`src/rtl/spi_pkg.sv`:
```
// Shared constants for the SPI master/slave register map: addresses, status
// bit positions, slave FSM encodings and a status-byte packing helper.
package spi_pkg;

  localparam logic SPI_ADDR_CTL  = 1'b0;
  localparam logic SPI_ADDR_DATA = 1'b1;

  localparam int unsigned STAT_RXV   = 0;
  localparam int unsigned STAT_TXE   = 1;
  localparam int unsigned STAT_OVR   = 2;
  localparam int unsigned STAT_SEL   = 3;
  localparam int unsigned STAT_IRQEN = 4;
  localparam int unsigned STAT_BUSY  = 7;

  localparam logic [0:0] SLV_IDLE   = 1'b0;
  localparam logic [0:0] SLV_ACTIVE = 1'b1;

  typedef struct packed {
    logic busy;
    logic irq_en;
    logic selected;
    logic overrun;
    logic tx_empty;
    logic rx_valid;
  } spi_status_t;

  function automatic logic [7:0] spi_pack_status(input spi_status_t s);
    logic [7:0] r;
    r = 8'h00;
    r[STAT_RXV]   = s.rx_valid;
    r[STAT_TXE]   = s.tx_empty;
    r[STAT_OVR]   = s.overrun;
    r[STAT_SEL]   = s.selected;
    r[STAT_IRQEN] = s.irq_en;
    r[STAT_BUSY]  = s.busy;
    return r;
  endfunction

endpackage

```
`src/rtl/spi_pin_sync.sv`:
```
// Two-flop synchroniser for one asynchronous SPI pin, with an extra
// history flop producing single-cycle rise/fall pulses.
module spi_pin_sync (
  input  logic i_clk,
  input  logic i_reset_n,
  input  logic i_pin,
  output logic o_level,
  output logic o_rise,
  output logic o_fall
);

  logic meta_q, meta_d;
  logic sync_q, sync_d;
  logic prev_q, prev_d;

  always_comb begin
    meta_d = i_pin;
    sync_d = meta_q;
    prev_d = sync_q;
  end

  always_ff @(posedge i_clk) begin
    if (!i_reset_n) begin
      meta_q <= 1'b0;
      sync_q <= 1'b0;
      prev_q <= 1'b0;
    end else begin
      meta_q <= meta_d;
      sync_q <= sync_d;
      prev_q <= prev_d;
    end
  end

  assign o_level = sync_q;
  assign o_rise  = sync_q & ~prev_q;
  assign o_fall  = ~sync_q & prev_q;

endmodule

```
`src/rtl/spi_slave.sv`:
```
// SPI mode-0 responder with single-buffered rx/tx and a 1-bit-address CPU port.
// Define SPI_SLAVE_OVR_EN to keep the old rx byte and flag overrun instead of overwriting.
module spi_slave
  import spi_pkg::*;
#(
  parameter bit IRQ_ON_OVR = 1'b1
) (
  input  logic       i_clk,
  input  logic       i_reset_n,
  input  logic       i_addr,
  input  logic       i_cs,
  input  logic       i_we,
  input  logic [7:0] i_dat,
  output logic [7:0] o_dat,
  input  logic       i_sck,
  input  logic       i_mosi,
  input  logic       i_ss,
  output logic       o_miso,
  output logic       o_irq
);

  logic sck_level, sck_rise, sck_fall;
  logic mosi_level, mosi_rise, mosi_fall;
  logic ss_level, ss_rise, ss_fall;
  logic unused_pins;

  spi_pin_sync u_sync_sck (
    .i_clk     (i_clk),
    .i_reset_n (i_reset_n),
    .i_pin     (i_sck),
    .o_level   (sck_level),
    .o_rise    (sck_rise),
    .o_fall    (sck_fall)
  );

  spi_pin_sync u_sync_mosi (
    .i_clk     (i_clk),
    .i_reset_n (i_reset_n),
    .i_pin     (i_mosi),
    .o_level   (mosi_level),
    .o_rise    (mosi_rise),
    .o_fall    (mosi_fall)
  );

  spi_pin_sync u_sync_ss (
    .i_clk     (i_clk),
    .i_reset_n (i_reset_n),
    .i_pin     (i_ss),
    .o_level   (ss_level),
    .o_rise    (ss_rise),
    .o_fall    (ss_fall)
  );

  assign unused_pins = sck_level ^ mosi_rise ^ mosi_fall;

  logic [0:0] state_q, state_d;
  logic [2:0] bit_cnt_q, bit_cnt_d;
  logic [7:0] rx_sh_q, rx_sh_d;
  logic [7:0] tx_sh_q, tx_sh_d;
  logic [7:0] rx_buf_q, rx_buf_d;
  logic [7:0] tx_buf_q, tx_buf_d;
  logic       rx_valid_q, rx_valid_d;
  logic       tx_empty_q, tx_empty_d;
  logic       overrun_q, overrun_d;
  logic       irq_en_q, irq_en_d;
  logic       skip_fall_q, skip_fall_d;

  logic       rd_data, wr_data, wr_ctl;
  logic       byte_done;
  logic [7:0] rx_byte;
  logic [7:0] tx_load_val;

  always_comb begin
    state_d     = state_q;
    bit_cnt_d   = bit_cnt_q;
    rx_sh_d     = rx_sh_q;
    tx_sh_d     = tx_sh_q;
    rx_buf_d    = rx_buf_q;
    tx_buf_d    = tx_buf_q;
    rx_valid_d  = rx_valid_q;
    tx_empty_d  = tx_empty_q;
    overrun_d   = overrun_q;
    irq_en_d    = irq_en_q;
    skip_fall_d = skip_fall_q;
    byte_done   = 1'b0;

    rd_data     = i_cs & ~i_we & (i_addr == SPI_ADDR_DATA);
    wr_data     = i_cs & i_we & (i_addr == SPI_ADDR_DATA);
    wr_ctl      = i_cs & i_we & (i_addr == SPI_ADDR_CTL);
    rx_byte     = {rx_sh_q[6:0], mosi_level};
    tx_load_val = tx_empty_q ? 8'h00 : tx_buf_q;

    if (rd_data) begin
      rx_valid_d = 1'b0;
    end
    if (wr_ctl) begin
      irq_en_d = i_dat[STAT_IRQEN];
      if (i_dat[STAT_OVR]) begin
        overrun_d = 1'b0;
      end
    end

    case (state_q)
      SLV_IDLE: begin
        bit_cnt_d   = 3'd0;
        skip_fall_d = 1'b0;
        if (ss_rise) begin
          state_d    = SLV_ACTIVE;
          tx_sh_d    = tx_load_val;
          tx_empty_d = 1'b1;
        end
      end
      SLV_ACTIVE: begin
        if (ss_fall) begin
          state_d     = SLV_IDLE;
          bit_cnt_d   = 3'd0;
          skip_fall_d = 1'b0;
        end else if (sck_rise) begin
          rx_sh_d = rx_byte;
          if (bit_cnt_q == 3'd7) begin
            bit_cnt_d   = 3'd0;
            byte_done   = 1'b1;
            tx_sh_d     = tx_load_val;
            tx_empty_d  = 1'b1;
            skip_fall_d = 1'b1;
          end else begin
            bit_cnt_d = bit_cnt_q + 3'd1;
          end
        end else if (sck_fall) begin
          // The fall after a byte's last rise must not shift out the freshly reloaded MSB.
          if (skip_fall_q) begin
            skip_fall_d = 1'b0;
          end else begin
            tx_sh_d = {tx_sh_q[6:0], 1'b0};
          end
        end
      end
      default: begin
        state_d = SLV_IDLE;
      end
    endcase

`ifdef SPI_SLAVE_OVR_EN
    if (byte_done) begin
      if (rx_valid_q && !rd_data) begin
        overrun_d = 1'b1;
      end else begin
        rx_buf_d   = rx_byte;
        rx_valid_d = 1'b1;
      end
    end
`else
    if (byte_done) begin
      rx_buf_d   = rx_byte;
      rx_valid_d = 1'b1;
    end
    overrun_d = 1'b0;
`endif

    // A CPU write in the reload cycle stays buffered for the next byte.
    if (wr_data) begin
      tx_buf_d   = i_dat;
      tx_empty_d = 1'b0;
    end
  end

  always_ff @(posedge i_clk) begin
    if (!i_reset_n) begin
      state_q     <= SLV_IDLE;
      bit_cnt_q   <= 3'd0;
      rx_sh_q     <= 8'h00;
      tx_sh_q     <= 8'h00;
      rx_buf_q    <= 8'h00;
      tx_buf_q    <= 8'h00;
      rx_valid_q  <= 1'b0;
      tx_empty_q  <= 1'b1;
      overrun_q   <= 1'b0;
      irq_en_q    <= 1'b0;
      skip_fall_q <= 1'b0;
    end else begin
      state_q     <= state_d;
      bit_cnt_q   <= bit_cnt_d;
      rx_sh_q     <= rx_sh_d;
      tx_sh_q     <= tx_sh_d;
      rx_buf_q    <= rx_buf_d;
      tx_buf_q    <= tx_buf_d;
      rx_valid_q  <= rx_valid_d;
      tx_empty_q  <= tx_empty_d;
      overrun_q   <= overrun_d;
      irq_en_q    <= irq_en_d;
      skip_fall_q <= skip_fall_d;
    end
  end

  spi_status_t status;

  always_comb begin
    status.busy     = (bit_cnt_q != 3'd0);
    status.irq_en   = irq_en_q;
    status.selected = ss_level;
    status.overrun  = overrun_q;
    status.tx_empty = tx_empty_q;
    status.rx_valid = rx_valid_q;
    o_dat = (i_addr == SPI_ADDR_DATA) ? rx_buf_q : spi_pack_status(status);
  end

  assign o_miso = (state_q == SLV_ACTIVE) & tx_sh_q[7];
  assign o_irq  = irq_en_q & (rx_valid_q | (IRQ_ON_OVR & overrun_q));

endmodule

```
`config.mk`:
```
export PLATFORM = sky130hd
export DESIGN_NAME = spi_slave
export DESIGN_NICKNAME = d
export VERILOG_FILES = /design/src/rtl/spi_pkg.sv /design/src/rtl/spi_pin_sync.sv /design/src/rtl/spi_slave.sv
export SDC_FILE = /design/constraint.sdc
export NUM_CORES = 1
export LEC_CHECK = 0
export CORE_MARGIN = 10
export CORE_UTILIZATION = 40
export DETAILED_ROUTE_END_ITERATION = 12
export SETUP_SLACK_MARGIN = 0.2
export SLEW_MARGIN = 20
export SYNTH_ARGS = -nofsm -noshare
export SYNTH_HDL_FRONTEND = slang
export SYNTH_SLANG_ARGS = --single-unit
```
`constraint.sdc`:
```
create_clock -name i_clk -period 1.9 [get_ports i_clk]
set_input_delay 0.38 -clock i_clk [delete_from_list [all_inputs] [get_ports i_clk]]
set_output_delay 0.38 -clock i_clk [all_outputs]
set_load 0.01 [all_outputs]
```
# Word-level counts from Yosys, hierarchy flattened
# Index checks and enable logic that the tools add are counted.
[word_totals]
elab_cells = 89
in_bits = 16
out_inout_bits = 10
regBits = 47
[classes]
mux = 32
eq_ne = 13
add_sub_neg = 1
bitwise = 19
reduce_logical = 6
[op_table]
columns = ["cell", "count"]
rows = [
  ["2-to-1 mux 8 bit", 8],
  ["2-to-1 mux 1 bit", 16],
  ["case mux 8 bit (2 select lines)", 1],
  ["inequality test 3 bit, second input constant", 4],
  ["AND 1 bit", 11],
  ["2-to-1 mux 3 bit", 3],
  ["inequality test 3 x 2 -> 1 bit, second input constant", 3],
  ["NOT 1 bit", 8],
  ["case mux 1 bit (2 select lines)", 3],
  ["case mux 3 bit (2 select lines)", 1],
  ["AND reduction 5 bit", 1],
  ["inequality test 2 bit, second input constant", 2],
  ["inequality test 4 x 3 -> 1 bit, second input constant", 1],
  ["inequality test 4 bit, second input constant", 1],
  ["AND reduction 4 bit", 1],
  ["adder 3 x 1 -> 3 bit, second input constant", 1],
  ["== test 3 bit, second input constant", 1],
  ["inequality test 3 x 1 -> 1 bit, second input constant", 1],
  ["AND reduction 3 bit", 1],
  ["nonzero test 3 bit", 1],
  ["AND reduction 2 bit", 1],
  ["nonzero test 2 bit", 1],
]

# Logic depth before layout (Yosys ltp)
[depth]
depth_word = 6
depth_mapped = 7
mapped_depth_nobuf = 6

# By module
# From an unflattened synthesis, not the netlist that was laid out.
[hier_totals]
cells_unflattened = 240
area_unflattened_um2 = 2102.0
[by_module_without_submodules]
columns = ["mod", "area_per_inst_um2", "seq_area_each_um2", "cells_per_inst", "instances"]
rows = [
  ["spi_slave", 1828.0, 780.7, 216, 1],
  ["spi_pin_sync", 91.3, 60.1, 8, 3],
]

# Least setup slack after synthesis
# Ideal clock, no wire load.
[synth_timing]
path_type = "input -> output"
startpoint = "in i_addr"
endpoint = "out o_dat[0]"
setup_slack_ns = 0.491
stages = 2
required_ns = 1.520
t_arrival_ns = 1.029
n_path_buf = 1
path_cell_list = "clkbuf_1 mux2_2"
[synth_via]
elab_chain_cells = 1
[synth_lines]
columns = ["item", "line", "text"]
rows = [
  ["from (decl)", "spi_slave.sv:10", "input logic i_addr,"],
  ["2-to-1 mux 8 bit", "spi_slave.sv:204", "o_dat = (i_addr == SPI_ADDR_DATA) ? rx_buf_q : spi_pack_status(status);"],
  ["to (decl)", "spi_slave.sv:14", "output logic [7:0] o_dat,"],
]
# Every way passes these cells.

# Worst setup path in the final report
[layout_timing]
startpoint = "in i_addr"
endpoint = "out o_dat[1]"
# Same word-level chain as after synthesis.

==> summary.md <==
| Metric | Value |
|---|---|
| Worst EP required | `1520 ps` |
| Max Slew Vio Count | `0` |
| Routed wire length | `4156 um` |
| Clock power frac | `0.393` |
| Worst clock skew | `6.354 ps` |
| Crit path launch type | `input pin` |
| P_int | `1.483 mW` |
| Syn Nets | `238` |
| Pleak | `1.132 nW` |
| Hold Fails Final Rpt | `0` |
| Placed cell count | `308` |
| Placed Area | `2467 um^2` |
| Reg2Reg Depth | `7` |
| Slew Limit Headroom | `0.7637` |
| Ys Warns | `0` |
| Post-Syn Instances | `216` |
| DRC viols | `0` |
| P per Cell Area | `727.4 nW/um^2` |
| Total power | `1.909 mW` |
| RSZ-0062 raised after global routing | `false` |
| IO Pins | `26` |
| Setup_tns | `0 ps` |
| CP arrival | `1280 ps` |
| Worst-Margin Slew | `353.3 ps` |
| Clock tree root buffer cell | `clkbuf_8` |
| Clock latency on the worst-skew pair | `300 ps` |
| Post-Layout Inst Area | `2624 um^2` |
| Row count | `26` |
| Combinational group share of total power | `0.079` |
| Netlist cell types | `36` |
| Hold path depth | `1` |
| Detail Placement HPWL | `2940 um` |
| WS Path Type | `in -> out` |
| Inserted Diodes | `0` |
| Largest net degree at the start of global routing | `26` |
| CTS tree | `done` |
| DR iter-0 viols | `51` |
| Final Non-Filler Cells | `320` |
| I/O Buffers | `25` |
| Synth Cell Area | `2118 um^2` |
| Vias per inst | `4.694` |
| Initial Utilization | `0.4147` |
| Clock Sinks | `47` |
| Antenna-violating nets left | `0` |
| Peak VDD IR | `0.4533 mV` |
| Grt total ovfl | `0` |
| WL per Instance | `12.99 um` |
| Max Freq | `603.4 MHz` |
| Switching pwr | `425.5 uW` |
| Final GP Congestion | `0.6954` |
| Die Height | `92.77 um` |
| Worst-path maximum fanout | `5` |
| Period Utilization, post-route | `0.8723` |
| Syn Area/Cell | `9.807 um^2` |
| Vias in the first global route | `1535` |
| Core Area | `5107 um^2` |
| Die width | `92.77 um` |
| Vias | `1502` |
| Layout area overhead | `23.86%` |
| Global-route wire length before repair | `7100 um` |
| Max cap viols | `0` |
| Final Critical Period | `1657 ps` |
| Finish-stage setup viols | `0` |
| Number of synthesized register bits | `47` |
| Nets | `271` |
| Commonest non-fill, non-tap cell in the layout | `dfxtp_1` |
| Die footprint | `8606 um^2` |
| Register area share after synthesis | `0.4442` |
| Register share of total power | `0.528` |
| Clock slew at reported path FFs | `90 ps` |
| Hold WS | `438.8 ps` |
| Endpoint class of the critical path | `output pin` |
| Clock Path Buffers | `2` |
| Layout cell share with drive strength beyond 1 | `0.2000` |
| Total CTS buffers | `5` |
| TritonRoute pass-1 iters | `4` |
| Hold WC Path Type | `reg -> reg` |
| Outcome | `completed` |
| Initial antenna violation count | `0` |
| Switching share of power | `0.2230` |
| H-tree depth | `2` |
| Tot GR Track Use | `0.1003` |
| Most frequent cells in the layout | `dfxtp_1, nand2_1, mux2i_1` |
## final timing paths
| kind | from | endpoint | slack, ps |
|---|---|---|---|
| setup / recovery | i_addr | o_dat[1] | 240 |
| hold / removal | u_sync_sck.meta_q | u_sync_sck.o_level | 440 |
| setup reg to reg | bit_cnt_q[0] | tx_sh_q[0] | 270 |
| hold reg to reg | u_sync_sck.meta_q | u_sync_sck.o_level | 440 |
## synth_stat cells, drive strengths merged
library cell | n | share of area
dfxtp | 47 | 0.44
nand2 | 27 | 0.048
mux2i | 26 | 0.12
nor2b | 17 | 0.050
and2 | 13 | 0.038
a21boi | 10 | 0.035
and3 | 9 | 0.033
o21ai | 9 | 0.021
and3b | 7 | 0.033
inv | 7 | 0.012
clkbuf | 6 | 0.011
ha | 6 | 0.035
nor2 | 5 | 0.0089
buf | 4 | 0.019
mux2 | 4 | 0.021
a21oi | 3 | 0.0071
nand3 | 2 | 0.0047
nor3 | 2 | 0.0047
or2b | 2 | 0.0089
a31oi | 1 | 0.0030
a41oi | 1 | 0.0041
dlygate4sd1 | 1 | 0.0041
nand2b | 1 | 0.0030
nand4 | 1 | 0.0030
nand4b | 1 | 0.0041
nor3b | 1 | 0.0035
o21a | 1 | 0.0035
o221ai | 1 | 0.0071
o22a | 1 | 0.0041
## sequential cells by signal, indices dropped and copies added (netlist names)
register and flops:
u_sync_ss.o_level 1, tx_empty_q 1, skip_fall_q 1, u_sync_mosi.meta_q 1
bit_cnt_q 3, u_sync_sck.prev_q 1, tx_buf_q 8, u_sync_sck.o_level 1
u_sync_sck.meta_q 1, rx_sh_q 7, rx_valid_q 1, rx_buf_q 8
u_sync_ss.meta_q 1, irq_en_q 1, u_sync_mosi.o_level 1, tx_sh_q 8
u_sync_ss.prev_q 1, state_q 1
## power by group through the flow
| stage | Combinational (mW) | Sequential, mW | Clock, mW |
|---|---|---|---|
| final | 0.151 | 1.01 | 0.750 |
| after global routing | 0.166 | 1.01 | 0.821 |
| after CTS | 0.152 | 1.01 | 0.775 |
| after detailed placement | 0.150 | 1.03 | 0 |
| after global placement | 0.148 | 1.03 | 0 |
| after floorplan | 0.0784 | 1.03 | 0 |
## stage by stage
step	setup slack, ps	util
floorplan	491.3	-
global placement	-305.3	0.4831
detailed placement	-334.8	0.4831
CTS	187.0	0.5088
global route	190.7	0.5137
finish	242.7	0.5137
## cell families (layout without fill, tap and decap cells)
group | after synthesis | after routing | share of synthesized area
simple gates | 88 | 88 | 0.2434
buf+inv | 18 | 52 | 0.04725
mux | 30 | 30 | 0.1441
fa+ha+maj | 6 | 6 | 0.03544
flops | 47 | 47 | 0.4442
compound gates | 27 | 27 | 0.08564
## final cells by class
class / instances / area, um^2
inverters: 7 / 26.28
clock inverters: 3 / 47.55
repair buffers: 37 / 360.3
flip-flops and latches: 47 / 943.4
well taps: 70 / 87.58
multi-input cells: 151 / 1090
clock buffers: 5 / 68.82
fillers: 500 / 2484
## timing repair
item                       4_1_cts  5_1_grt
gates cloned                     1        0
hold endpoints to repair         0        0
pin swaps                        0        1
setup endpoints to repair        9       12
hold buffers                     0        0
setup buffers                    2        1
gates resized for setup         20        7
## critical path, stage by stage
cell             delay [ps]
clkdlybuf4s15_2         200
buf_6                   130
mux2_2                  340
clkdlybuf4s15_1         230
## routing by layer
metal  wire length, um  track usage  vias up  part of all wire
met5                 0            0        -                 0
met4                31      0.03470        0            0.0075
met3               179      0.03551        3             0.043
met2              1932       0.1630       19              0.46
met1              2013       0.1197      687              0.48
li1                  -            -      793                 -
(Power assumes the default switching activity.)
